[config.mk]
export PLATFORM = sky130hd
export DESIGN_NAME = uart_monitor
export DESIGN_NICKNAME = d
export VERILOG_FILES = /design/src/rtl/uart_monitor.sv
export SDC_FILE = /design/constraint.sdc
export NUM_CORES = 1
export LEC_CHECK = 0
export BUFFER_PORTS_ARGS = -buffer_cell sky130_fd_sc_hd__buf_2
export CORE_ASPECT_RATIO = 1.4
export CORE_MARGIN = 2
export CORE_UTILIZATION = 45
export CTS_BUF_LIST = sky130_fd_sc_hd__clkbuf_8
export DETAILED_ROUTE_END_ITERATION = 12
export PLACE_DENSITY = 0.75
export SETUP_SLACK_MARGIN = 0.15
export SLEW_MARGIN = 20
export SYNTH_ARGS = -nofsm -noshare
export SYNTH_HDL_FRONTEND = slang
export SYNTH_SLANG_ARGS = --single-unit
[constraint.sdc]
create_clock -name clk -period 3.3 [get_ports clk]
set_input_delay 0.33 -clock clk [delete_from_list [all_inputs] [get_ports clk]]
set_output_delay 0.33 -clock clk [all_outputs]
set_load 0.01 [all_outputs]
[src/rtl/uart_monitor.sv]
// uart_monitor: passive 8N1 receiver on a UART pad with byte strobe, framing-error pulse and character count
module uart_monitor #(
  parameter int BAUD_DIV = 868,
  parameter bit PRINT_EN = 1'b1
) (
  input  logic        clk,
  input  logic        rst_b,
  input  logic        uart_sin,
  output logic [7:0]  rx_data,
  output logic        rx_valid,
  output logic        frame_err,
  output logic        busy,
  output logic [31:0] char_cnt
);
  typedef enum logic [2:0] {IDLE, START, DATA, STOP, BREAK} state_t;
  localparam int CW = $clog2(BAUD_DIV + 1);
  localparam logic [CW-1:0] FULL = CW'(BAUD_DIV);
  localparam logic [CW-1:0] HALF = CW'(BAUD_DIV / 2);
  state_t        state_q, state_d;
  logic [CW-1:0] cnt_q, cnt_d;
  logic [2:0]    idx_q, idx_d;
  logic [7:0]    shift_q, shift_d, rx_data_q, rx_data_d;
  logic          rx_valid_q, rx_valid_d, frame_err_q, frame_err_d;
  logic [31:0]   char_cnt_q, char_cnt_d;
  logic          sin_m_q, sin_s_q;
  logic          expire;
  assign expire = cnt_q == CW'(1);
  always_comb begin
    state_d     = state_q;
    cnt_d       = (cnt_q != '0) ? cnt_q - 1'b1 : cnt_q;
    idx_d       = idx_q;
    shift_d     = shift_q;
    rx_data_d   = rx_data_q;
    rx_valid_d  = 1'b0;
    frame_err_d = 1'b0;
    char_cnt_d  = char_cnt_q;
    case (state_q)
      IDLE: if (!sin_s_q) begin
        state_d = START;
        cnt_d   = HALF;
      end
      START: if (expire) begin
        state_d = sin_s_q ? IDLE : DATA;
        cnt_d   = sin_s_q ? '0 : FULL;
        idx_d   = 3'd0;
      end
      DATA: if (expire) begin
        shift_d = {sin_s_q, shift_q[7:1]};
        cnt_d   = FULL;
        idx_d   = idx_q + 1'b1;
        state_d = (idx_q == 3'd7) ? STOP : DATA;
      end
      STOP: if (expire) begin
        cnt_d       = '0;
        state_d     = sin_s_q ? IDLE : BREAK;
        rx_data_d   = sin_s_q ? shift_q : rx_data_q;
        rx_valid_d  = sin_s_q;
        frame_err_d = !sin_s_q;
        char_cnt_d  = sin_s_q ? char_cnt_q + 32'd1 : char_cnt_q;
      end
      BREAK: state_d = sin_s_q ? IDLE : BREAK;
      default: state_d = IDLE;
    endcase
  end
  always_ff @(posedge clk or negedge rst_b) begin
    if (!rst_b) begin
      state_q     <= IDLE;
      cnt_q       <= '0;
      idx_q       <= 3'd0;
      shift_q     <= 8'd0;
      rx_data_q   <= 8'd0;
      rx_valid_q  <= 1'b0;
      frame_err_q <= 1'b0;
      char_cnt_q  <= 32'd0;
      sin_m_q     <= 1'b1;
      sin_s_q     <= 1'b1;
    end else begin
      state_q     <= state_d;
      cnt_q       <= cnt_d;
      idx_q       <= idx_d;
      shift_q     <= shift_d;
      rx_data_q   <= rx_data_d;
      rx_valid_q  <= rx_valid_d;
      frame_err_q <= frame_err_d;
      char_cnt_q  <= char_cnt_d;
      sin_m_q     <= uart_sin;
      sin_s_q     <= sin_m_q;
    end
  end
  assign rx_data   = rx_data_q;
  assign rx_valid  = rx_valid_q;
  assign frame_err = frame_err_q;
  assign busy      = state_q != IDLE;
  assign char_cnt  = char_cnt_q;
`ifndef SYNTHESIS
  always_ff @(posedge clk) begin
    if (PRINT_EN && rx_valid_q) $write("%c", rx_data_q);
  end
`endif
endmodule

; Word-level counts from Yosys, hierarchy flattened
; Cells that the tools add are included.
[word_totals]
ramBits = 0
memories = 0
in_bits = 3
romBits = 0
latchBits = 0
word_cells = 54
regBits = 68
out_inout_bits = 43
[classes]
div = 0
order_cmp = 0
n_reduce_logical = 9
shifts = 0
mul = 0
n_eq_ne = 10
bitwise = 0
n_addsub = 3
muxes = 22
[ops]
columns = operator, count
row1 = 10-bit two-way mux, 6
row2 = 10-bit case mux with 4 select lines, 1
row3 = "32-bit by 1-bit adder with 32-bit output, second input constant", 1
row4 = 3-bit two-way mux, 7
row5 = 3-bit case mux with 5 select lines, 1
row6 = "10-bit by 1-bit equality test with 1-bit output, second input constant", 1
row7 = 10-bit nonzero test, 1
row8 = "10-bit by 1-bit subtractor with 10-bit output, second input constant", 1
row9 = "2-bit != test, second input constant", 4
row10 = "3-bit by 2-bit equality test with 1-bit output, second input constant", 2
row11 = "3-bit equality test, second input constant", 2
row12 = 3-bit case mux with 2 select lines, 1
row13 = 3-bit AND reduction, 2
row14 = 1-bit two-way mux, 5
row15 = 4-bit AND reduction, 1
row16 = "3-bit by 1-bit adder with 3-bit output, second input constant", 1
row17 = "3-bit by 1-bit equality test with 1-bit output, second input constant", 1
row18 = 3-bit logical NOT, 1
row19 = 3-bit nonzero test, 1
row20 = 2-bit two-way mux, 1
row21 = 2-bit AND reduction, 1
row22 = 2-bit nonzero test, 1
row23 = 1-bit logical NOT, 1

; Longest topological paths before layout
; Gate-level depths: netlist of run 1.
[depth]
word_depth = 4
ltp_mapped = 8
mapped_depth_nobuf = 7

; Least setup slack after synthesis of run 1
; No wires, ideal clock.
[synth_path]
path_type = register to register
startpoint = reg cnt_q[1]
endpoint = reg rx_data_q[1], in the netlist rx_data[1]
stages_incl_launch_ff = 8
slack_ps = 1428
period_less_slack_ps = 1872
required_ps = 3175
setup_time_ps = 125
arrival_time_ps = 1748
path_buffers = 1
path_cell_list = dfrtp_1 inv_1 ha_1 nor3b_2 nand3_2 nor2_2 buf_2 mux2_2
[synth_between]
elab_chain_cells = 2
[synth_lines]
columns = item, line_no
row1 = from (decl), 20  ; logic [CW-1:0] cnt_q, cnt_d;
row2 = from (signal assigned), 79  ; cnt_q <= cnt_d;
row3 = 10-bit by 1-bit equality test with 1-bit output, 27  ; assign expire = cnt_q == CW'(1);
row4 = 3-bit AND reduction (no line), n/a
row5 = to (signal assigned), 82  ; rx_data_q <= rx_data_d;
row6 = to (decl), 22  ; logic [7:0] shift_q, shift_d, rx_data_q, rx_data_d;
; Every way passes these cells.
; A chain may end at the register's enable or synchronous reset.

; Final worst setup path of run 1
[layout_path]
startpoint = reg cnt_q[1]
endpoint = reg shift_q[6]
[layout_between]
elab_chain_cells = 2
[layout_lines]
columns = item, line_no
row1 = 10-bit by 1-bit equality test with 1-bit output, 27
row2 = 2-bit AND reduction (no line), n/a
row3 = to (signal assigned), 81  ; shift_q <= shift_d;
row4 = to (decl), 22
; Every way passes these cells.

==> results.tsv, run 1 <==
stage	metric	value	unit
status	status	complete, no violations	
worst_setup_path	path_cells	inv_1 -> ha_1 -> nor3b_2 -> and3_1 -> nand3_1 -> mux2_2	
logic_synthesis	synthesis.nets	299	
global_routing	grt_pass1_vias	2304	
sta	worstMarginPinSlew	841	ps
clock_tree	ctsHoldBuffers	0	
logic_synthesis	synth-seq-area-share	0.526	
clock_tree	cts.clk_slew.worst_paths	70	ps
place	gp_congestion	0.955	
clock_tree	worstSkewPairLatency	340	ps
logic_synthesis	syn-cell-area	3240	um2
routing	drtIter0Drc	87	
power	leakage	1.91	nW
logic_synthesis	synth_xor_area_frac	0.0866	
layout	antenna_cells	0	
global_routing	antenna_found_initial	0	
worst_setup_path	arrival	2490	ps
place	dp_hpwl	4430	um
sta	period_share	0.687	
global_routing	grt_max_degree	69	
logic_synthesis	synth_top_area_frac	0.510	
power	pwr_density_cell	425	nW/um2
layout	drive_gt1_frac	0.280	
global_routing	grt_first_pass_wirelength	10700	um
worst_setup_path	crit_end	shift_q[6]	
floorplanning	io_pins	46	
layout	final_nets	347	
routing	vias_per_cell	5.25	
logic_synthesis	synth-compound-area-share	0.0591	
layout	final_core_util	0.540	
power	irDropWorstVdd	429	uV
routing	num_vias	2300	
logic_synthesis	synth_top_family_by_area	simple AND/OR/NAND/NOR gates	
sta	setup_viol	0	
clock_tree	cts_resized	0	
routing	drt-total-wl	6140	um
worst_setup_path	cp-start-kind	flip-flop	
worst_setup_path	worst-path-buf-inv	1	
global_routing	gr-total-overflow	0	
routing	remaining_drc_errors	0	
logic_synthesis	yosysWarnings	0	
routing	routedWlPerCell	14.0	um
logic_synthesis	synth-simple-area-share	0.211	
sta	drv_slew	0	
worst_setup_path	crit_family	simple AND/OR/NAND/NOR gates	
layout	final_cell_mix	66 x dfrtp_1, 45 x buf_2, 24 x nor2_1	
worst_hold_path	hp-class	input pin to flip-flop	
sta	fmax	441	MHz
worst_setup_path	rrSetupSlack	1030	ps
worst_setup_path	cp.depth	6	
floorplanning	die-width	75.7	um
sta	slew_headroom	0.439	
logic_synthesis	synthCells	290	
clock_tree	post-cts-setup-buffers	0	
power	p_total	1.60	mW
logic_synthesis	yosys.area.top_type	dfrtp_1	
sta	tns	0	ps
sta	rsz0062_at_grt	no	
worst_hold_path	hp-start	uart_sin	
logic_synthesis	synth-seq-cells	68	
place	place_inst	422	
floorplanning	fp.dieArea	7900	um2
clock_tree	cts.sink_count	68	
sta	hold_violations	0	
logic_synthesis	synth_area_leaders	dfrtp_1 51%, mux2_2 6.6%, xnor2_1 6.0%	
worst_setup_path	crit_path_top_delay_cell	and3_1	
clock_tree	cts_max_path_buffers	2	
worst_setup_path	r2r-start	cnt_q[1]	
floorplanning	start_util	0.464	
sta	worst_slack	1030	ps
clock_tree	clock-root-buffer	clkbuf_8	
sta	skew	10.2	ps
worst_setup_path	cp_max_fo	13	
logic_synthesis	postSynthAreaPerCell	11.2	um2
layout	final_common_cell	dfrtp_1	
clock_tree	tritoncts	done	
worst_setup_path	crit_type	flip-flop to flip-flop	
run	cap_violations	0	
floorplanning	die_h	104	um
worst_setup_path	cp_data_required_time	3520	ps
place	pre_cts_ws	1030	ps
layout	area_growth	16.3	%
routing	dr.pass1.iters	4	
sta	min_period	2270	ps
layout	instances_no_fill	438	
worst_setup_path	slowest_delay	450	ps
clock_tree	htreeDepth	3	
global_routing	grt_use_total	0.175	
routing	ant_nets	0	
logic_synthesis	synthDistinctLibCells	49	
clock_tree	cts_buffers	9	
worst_setup_path	endpoint_kind	flip-flop	
logic_synthesis	yosys.area_share.adder	0.0232	
worst_setup_path	r2r_cells	6	
logic_synthesis	synth_mux_area_frac	0.0723	
worst_setup_path	crit_path_start	cnt_q[1]	
floorplanning	coreArea	6980	um2
floorplanning	rows	36	
place	io_buffers	45	
worst_setup_path	r2r-end	shift_q[6]	
[area by class of cell]
type,count,area (um2)
Tap cell,95,119
Clock buffer,10,138
Timing Repair Buffer,46,233
Clock inverter,6,80.1
Inverter,8,30.0
Multi-Input combinational cell,205,1460
Sequential cell,68,1700
Fill cell,597,3210
[sequential cells by signal, summed over array words and instances, names as in the netlist]
| register | cells |
|---|---|
| shift_q | 8 |
| idx_q | 3 |
| rx_data | 8 |
| rx_valid | 1 |
| char_cnt | 32 |
| state_q | 3 |
| sin_s_q | 1 |
| cnt_q | 10 |
| frame_err | 1 |
| sin_m_q | 1 |
[routing by layer]
metal,global-route usage,up-vias,routed length [um]
met5,0,-,0
met4,0.0702,0,139
met3,0.0349,13,174
met2,0.290,38,3120
met1,0.216,1121,2710
li1,-,1128,-
[stage by stage]
stage | hold WS [ps] | cell area [um2]
after CTS | 70.7 | 3770
after global placement | 346 | 3550
after global routing | 68.5 | 3770
final | 82.7 | 3770
after detailed placement | 347 | 3550
after floorplan | 34.4 | 3240
[worst min path at each step]
stage,to,slack (ps),cells after the start
finish,sin_m_q,80,1
global route,sin_m_q,70,1
CTS,sin_m_q,70,1
detailed placement,sin_s_q,350,0
global placement,sin_s_q,350,0
floorplan,char_cnt[0],30,0
[cell families after synthesis]
group                      count (synthesis)
muxes                                     21
adders and majority gates                  6
and+or+nand+nor                          117
DFF                                       68
xor gates and xnor gates                  32
AOI/OAI and AO/OA                         29
buffers and inverters                     17
[cell usage after synthesis (all sizes together)]
master and instances:
or3 3, ha 6, nor4 6, a31oi 1
clkbuf 5, xor2 10, nand4b 1, o31a 1
o41ai 1, nand4bb 1, and2 4, buf 4
a22o 3, and4 2, nand3 20, o21ai 4
and4b 1, a211oi 1, a221oi 2, a32oi 1
a31o 2, nor3b 2, or2 2, a21oi 11
nor2b 3, nand2 16, a21o 2, nand4 12
inv 8, mux2i 2, dfrtp 66, mux2 19
nor4b 1, nor2 25, nor3 12, xnor2 22
dfstp 2, and3 6
[power by group]
group          total [mW]  internal, mW  switching, mW
clock network       0.744         0.439          0.305
registers           0.837         0.835        0.00163
logic              0.0196       0.00230         0.0173
Power figures use the tool's default switching activity.
==> inputs of run 2 (changes only) <==
- clock period: 3.3 -> 2.2 ns (I/O delays scaled with it)
==> run 2 against run 1 <==
Against the previous run:
- setup slack worse by 820 ps
- critical path depth rose by 1
- hold slack improved by 270 ps
- largest power group unchanged
- sequential power is 51% higher
- critical path type unchanged
- final area up 4.6%
- cell count rose by 3.4%
==> results.tsv, run 2 (same netlist as run 1, synthesis figures left out) <==
stage	metric	value	unit	change
routing	num_vias	2433		was 2300
layout	largest_reg_flops	32		unchanged
routing	routedWlPerCell	14.6	um	was 14.0 um
routing	dr.pass1.iters	4		unchanged
worst_setup_path	cp_data_required_time	2430	ps	was 3520 ps
power	pwr_density_cell	600	nW/um2	was 425 nW/um2
floorplanning	coreArea	6980	um2	unchanged
worst_setup_path	endpoint_kind	flip-flop		unchanged
layout	area_growth	21.8	%	was 16.3%
clock_tree	worstSkewPairLatency	340	ps	about the same
routing	drt-total-wl	6610	um	was 6140 um
routing	remaining_drc_errors	0		unchanged
clock_tree	htreeDepth	3		unchanged
power	power_frac_clock	0.453		was 0.465
layout	regArea	1710	um2	was 1700 um2
sta	tns	0	ps	unchanged
routing	vias_per_cell	5.37		was 5.25
global_routing	grt_first_pass_wirelength	10900	um	was 10700 um
sta	rsz0062_at_grt	yes		was no
worst_setup_path	r2r-start	cnt_q[1]		unchanged
run	cap_violations	0		unchanged
layout	multi_input_area	1510	um2	was 1460 um2
layout	drive_gt1_frac	0.330		was 0.280
sta	setup_viol	0		unchanged
worst_setup_path	crit_type	flip-flop to flip-flop		unchanged
clock_tree	tritoncts	done		unchanged
sta	hold_violations	0		unchanged
power	p_sw	0.516	mW	was 0.324 mW
place	pre_cts_ws	132	ps	was 1030 ps
sta	period_share	0.903		was 0.687
floorplanning	io_pins	46		unchanged
status	status	complete, no violations		unchanged
layout	final_nets	362		was 347
sta	fmax	503	MHz	was 441 MHz
place	dp_hpwl	4790	um	was 4430 um
global_routing	grt_pass1_vias	2434		was 2304
worst_setup_path	r2r-end	char_cnt[17]		was shift_q[6]
clock_tree	cts.sink_count	68		unchanged
worst_hold_path	whs_endpoint	sin_s_q		was sin_m_q
floorplanning	fp.dieArea	7900	um2	unchanged
worst_hold_path	hp-start	sin_m_q		was uart_sin
routing	drtIter0Drc	120		was 87
power	p_comb_frac	0.016		was 0.012
global_routing	grt_use_total	0.177		was 0.175
global_routing	gr-total-overflow	0		unchanged
power	irDropWorstVdd	448	uV	was 429 uV
layout	fillCellCount	584		was 597
sta	skew	7.27	ps	was 10.2 ps
worst_hold_path	whs_path_depth	0		was 1
worst_setup_path	r2r_cells	7		was 6
worst_setup_path	arrival	2220	ps	was 2490 ps
global_routing	grt_max_degree	30		was 69
clock_tree	clock-root-buffer	clkbuf_8		unchanged
worst_hold_path	hp-class	flip-flop to flip-flop		was input pin to flip-flop
floorplanning	die-width	75.7	um	unchanged
power	internal_power	1.85	mW	was 1.28 mW
worst_setup_path	cp_max_fo	6		was 13
layout	final_cell_mix	64 x dfrtp_1, 45 x buf_2, 24 x nor2_1		was 66 x dfrtp_1, 45 x buf_2, 24 x nor2_1
clock_tree	cts_max_path_buffers	2		unchanged
floorplanning	start_util	0.464		unchanged
sta	worst_slack	213	ps	was 1030 ps
place	io_buffers	45		unchanged
floorplanning	rows	36		unchanged
routing	ant_nets	0		unchanged
power	switching_share	0.218		was 0.202
layout	antenna_cells	0		unchanged
sta	slew_headroom	0.543		was 0.439
layout	final_common_cell	dfrtp_1		unchanged
clock_tree	cts_buffers	9		unchanged
global_routing	antenna_found_initial	0		unchanged
worst_setup_path	rrSetupSlack	210	ps	was 1030 ps
sta	min_period	1990	ps	was 2270 ps
clock_tree	cts.clk_slew.worst_paths	80	ps	was 70 ps
sta	worstMarginPinSlew	686	ps	was 841 ps
power	leakage	1.94	nW	was 1.91 nW
floorplanning	die_h	104	um	unchanged
power	power.share.sequential	0.531		was 0.523
worst_setup_path	cp-start-kind	flip-flop		unchanged
sta	drv_slew	0		unchanged
place	gp_congestion	0.913		was 0.955
[run 2: changes by cell type in the layout (fill, tap and decap cells not counted), moves of 2 or more]
cell and change:
buf_4 +12, inv_1 -3, dfrtp_2 +2, dfrtp_1 -2, dlygate4sd3_1 +2
[run 2: how the worst max path moves through the flow]
stage,from,end,slack [ps]
3_5_place_dp,cnt_q[1],shift_q[0],130
4_1_cts,cnt_q[1],char_cnt[7],150
3_3_place_gp,cnt_q[1],shift_q[2],220
6_report,cnt_q[1],char_cnt[17],210
2_1_floorplan,cnt_q[1],rx_data[1],330
5_1_grt,cnt_q[1],char_cnt[17],110
[run 2: routing by layer]
layer | routed length [um] | vias up | GRT usage
li1 | - | 1163 | -
met4 | 132 | 0 | 0.0865
met2 | 3340 | 58 | 0.289
met3 | 258 | 13 | 0.0436
met1 | 2880 | 1199 | 0.212
met5 | 0 | - | 0
[run 2: timing repair]
| item | CTS | global route |
|---|---|---|
| hold endpoints to repair | 26 | 0 |
| pin swaps | 1 | 5 |
| cloned | 0 | 0 |
| gates resized for setup | 2 | 9 |
| endpoints found under the setup margin | 10 | 44 |
| hold buffers | 2 | 0 |
| buffers inserted | 0 | 2 |
[run 2: area by class of cell]
type / count / area share
clock buffer: 11 / 0.0384
clock inverter: 5 / 0.0149
inverter: 8 / 0.00762
multi-input combinational: 205 / 0.384
sequential: 68 / 0.433
tap: 95 / 0.0301
timing repair buffer: 61 / 0.0920
[run 2: through the flow]
step | instance area, um2 | util | total power, mW | std cells | hold slack (ps)
floorplan | 3240 | - | 1.28 | 290 | -75.6
global route | 3940 | 0.565 | 2.45 | 453 | 371
detailed placement | 3640 | 0.522 | 1.32 | 433 | 296
finish | 3940 | 0.565 | 2.36 | 453 | 357
CTS | 3890 | 0.557 | 2.38 | 451 | 358
global placement | 3640 | 0.522 | 1.32 | 433 | 291
[run 2: power by group through the flow]
stage / combinational [mW] / clock [mW] / sequential [mW]
floorplan: 0.00314 / 0 / 1.28
global placement: 0.0360 / 0 / 1.28
detailed placement: 0.0365 / 0 / 1.28
CTS: 0.0394 / 1.09 / 1.25
global route: 0.0441 / 1.15 / 1.26
finish: 0.0377 / 1.07 / 1.26
[run 2: critical path: stages, from the launching register on]
cell,delay (ps)
dfrtp_1,410
inv_2,110
ha_4,130
nor3b_4,260
nand4_4,170
nor4_4,450
nand4_1,170
xnor2_1,160
==> inputs of run 3 (changes only) <==
- CORE_MARGIN: 2 -> unset
- clock period: 2.2 -> 2.17 ns (I/O delays scaled with it)
==> run 3 against run 2 <==
Against the previous run:
- hold slack about the same
- sequential cell count unchanged
- sequential power about the same
- utilization up 0.52 points
- power up 3.7%
- setup slack better by 13 ps
- routed wire length up 0.73%
- largest cell class unchanged
- combinational power down 5%
- critical endpoint unchanged
- maximum frequency up 2.2%
==> results.tsv, run 3 (same netlist as run 1, synthesis figures left out) <==
stage	metric	value	unit	change
layout	final_common_cell	dfrtp_1		unchanged
place	place_area	3660	um2	was 3640 um2
power	p_sw	0.504	mW	was 0.516 mW
global_routing	antenna_found_initial	0		unchanged
floorplanning	fp.dieArea	7540	um2	was 7900 um2
worst_setup_path	crit_type	flip-flop to flip-flop		unchanged
global_routing	gr-total-overflow	0		unchanged
sta	rsz0062_at_grt	no		was yes
layout	antenna_cells	0		unchanged
floorplanning	die-width	73.7	um	was 75.7 um
global_routing	grt_max_degree	69		was 30
clock_tree	htreeDepth	3		unchanged
sta	worstMarginPinSlew	377	ps	was 686 ps
sta	period_share	0.896		was 0.903
worst_setup_path	arrival	2190	ps	was 2220 ps
routing	routedWlPerCell	14.6	um	about the same
layout	largest_reg_flops	32		unchanged
worst_setup_path	cp_max_fo	4		was 6
floorplanning	start_util	0.464		unchanged
sta	fmax	515	MHz	was 503 MHz
worst_setup_path	cp_data_required_time	2420	ps	was 2430 ps
routing	drt-total-wl	6660	um	was 6610 um
sta	holdWs	357	ps	about the same
power	power.share.sequential	0.519		was 0.531
routing	remaining_drc_errors	0		unchanged
clock_tree	clock-root-buffer	clkbuf_8		unchanged
worst_hold_path	hp-class	flip-flop to flip-flop		unchanged
status	status	complete, no violations		unchanged
sta	drv_slew	0		unchanged
power	internal_power	1.95	mW	was 1.85 mW
place	gp_congestion	0.907		was 0.913
layout	final_cell_mix	65 x dfrtp_1, 45 x buf_2, 24 x nor2_1		was 64 x dfrtp_1, 45 x buf_2, 24 x nor2_1
floorplanning	die_h	102	um	was 104 um
worst_setup_path	endpoint_kind	flip-flop		unchanged
clock_tree	cts.sink_count	68		unchanged
sta	skew	13.4	ps	was 7.27 ps
place	io_buffers	45		unchanged
clock_tree	cts_max_path_buffers	2		unchanged
routing	dr.pass1.iters	4		unchanged
floorplanning	rows	36		unchanged
routing	num_vias	2420		was 2433
global_routing	grt_first_pass_wirelength	10500	um	was 10900 um
clock_tree	tritoncts	done		unchanged
layout	drive_gt1_frac	0.332		was 0.330
floorplanning	io_pins	46		unchanged
routing	drtIter0Drc	91		was 120
layout	instances_no_fill	456		was 453
clock_tree	cts.clk_slew.worst_paths	80	ps	about the same
power	pwr_density_cell	617	nW/um2	was 600 nW/um2
worst_setup_path	path_cells	inv_2 -> ha_4 -> nor3b_4 -> nand4_4 -> nor4_4 -> buf_4 -> nand4_1 -> xnor2_1		was inv_2 -> ha_4 -> nor3b_4 -> nand4_4 -> nor4_4 -> nand4_1 -> xnor2_1
sta	hold_violations	0		unchanged
worst_setup_path	slowest_delay	400	ps	was 450 ps
clock_tree	worstSkewPairLatency	350	ps	was 340 ps
layout	fillCellCount	595		was 584
layout	final_nets	365		was 362
place	place_inst	435		was 433
sta	slew_headroom	0.747		was 0.543
layout	postLayoutCellArea	3980	um2	was 3940 um2
place	dp_hpwl	4620	um	was 4790 um
worst_setup_path	crit_path_top_delay_cell	dfrtp_1		was nor4_4
layout	area_growth	22.9	%	was 21.8%
power	switching_share	0.206		was 0.218
global_routing	grt_pass1_vias	2299		was 2434
sta	tns	0	ps	unchanged
power	leakage	1.97	nW	was 1.94 nW
routing	ant_nets	0		unchanged
sta	min_period	1940	ps	was 1990 ps
power	irDropWorstVdd	473	uV	was 448 uV
routing	vias_per_cell	5.31		was 5.37
layout	regArea	1710	um2	about the same
power	power_frac_clock	0.467		was 0.453
power	p_comb_frac	0.015		was 0.016
floorplanning	coreArea	6980	um2	unchanged
clock_tree	cts_buffers	9		unchanged
sta	setup_viol	0		unchanged
global_routing	grt_use_total	0.186		was 0.177
layout	multi_input_area	1520	um2	was 1510 um2
run	cap_violations	0		unchanged
worst_setup_path	cp-start-kind	flip-flop		unchanged
[run 3: layout make-up]
class                   instances  share of cell area
flip-flops and latches         68               0.429
multi-input cells             205               0.382
repair buffers                 64              0.0969
clock buffers                  10              0.0346
well taps                      95              0.0299
clock inverters                 6              0.0204
inverters                       8             0.00755
[run 3: power by group through the flow]
stage	registers, mW	logic (mW)	clock network (mW)
finish	1.27	0.0359	1.14
global route	1.27	0.0425	1.22
CTS	1.27	0.0378	1.16
detailed placement	1.30	0.0348	0
global placement	1.30	0.0348	0
floorplan	1.30	0.00318	0
[run 3: critical path: cells and delay by family, from the launching register on]
kind                     cells  cell delay, ps
AND/OR/NAND/NOR              4             890
flip-flops                   1             400
buffers and inverters        2             280
XOR/XNOR                     1             150
adder cells (fa/ha/maj)      1             130
[run 3: what timing repair did]
action / in CTS / in global routing
hold buffers: 2 / 0
resized for setup: 1 / 11
endpoints found under the setup margin: 17 / 49
pin swaps: 1 / 7
setup buffers: 0 / 3
endpoints found under the hold margin: 67 / 0
[run 3: per-layer routing]
metal  share of wire  track usage  up-vias
li1                -            -     1162
met1            0.43        0.216     1187
met2            0.50        0.311       50
met3           0.038       0.0473       21
met4           0.032        0.107        0
met5               0            0        -
[run 3: worst paths after layout]
| kind | startpoint | to | slack [ps] | cells after the start |
|---|---|---|---|---|
| max | cnt_q[1] | char_cnt[17] | 230 | 8 |
| min | sin_m_q | sin_s_q | 360 | 0 |
| max reg2reg | cnt_q[1] | char_cnt[17] | 230 | 8 |
| min reg2reg | sin_m_q | sin_s_q | 360 | 0 |
| max in group asynchronous | rst_b | sin_m_q | 1430 | 3 |
| min in group asynchronous | rst_b | char_cnt[29] | 390 | 3 |
[run 3: through the flow]
step / power, mW / utilization / setup WS [ps]
global placement: 1.33 / 0.524 / 182
detailed placement: 1.33 / 0.524 / 82.7
finish: 2.45 / 0.570 / 226
floorplan: 1.30 / - / 298
global route: 2.54 / 0.570 / 139
CTS: 2.47 / 0.559 / 109
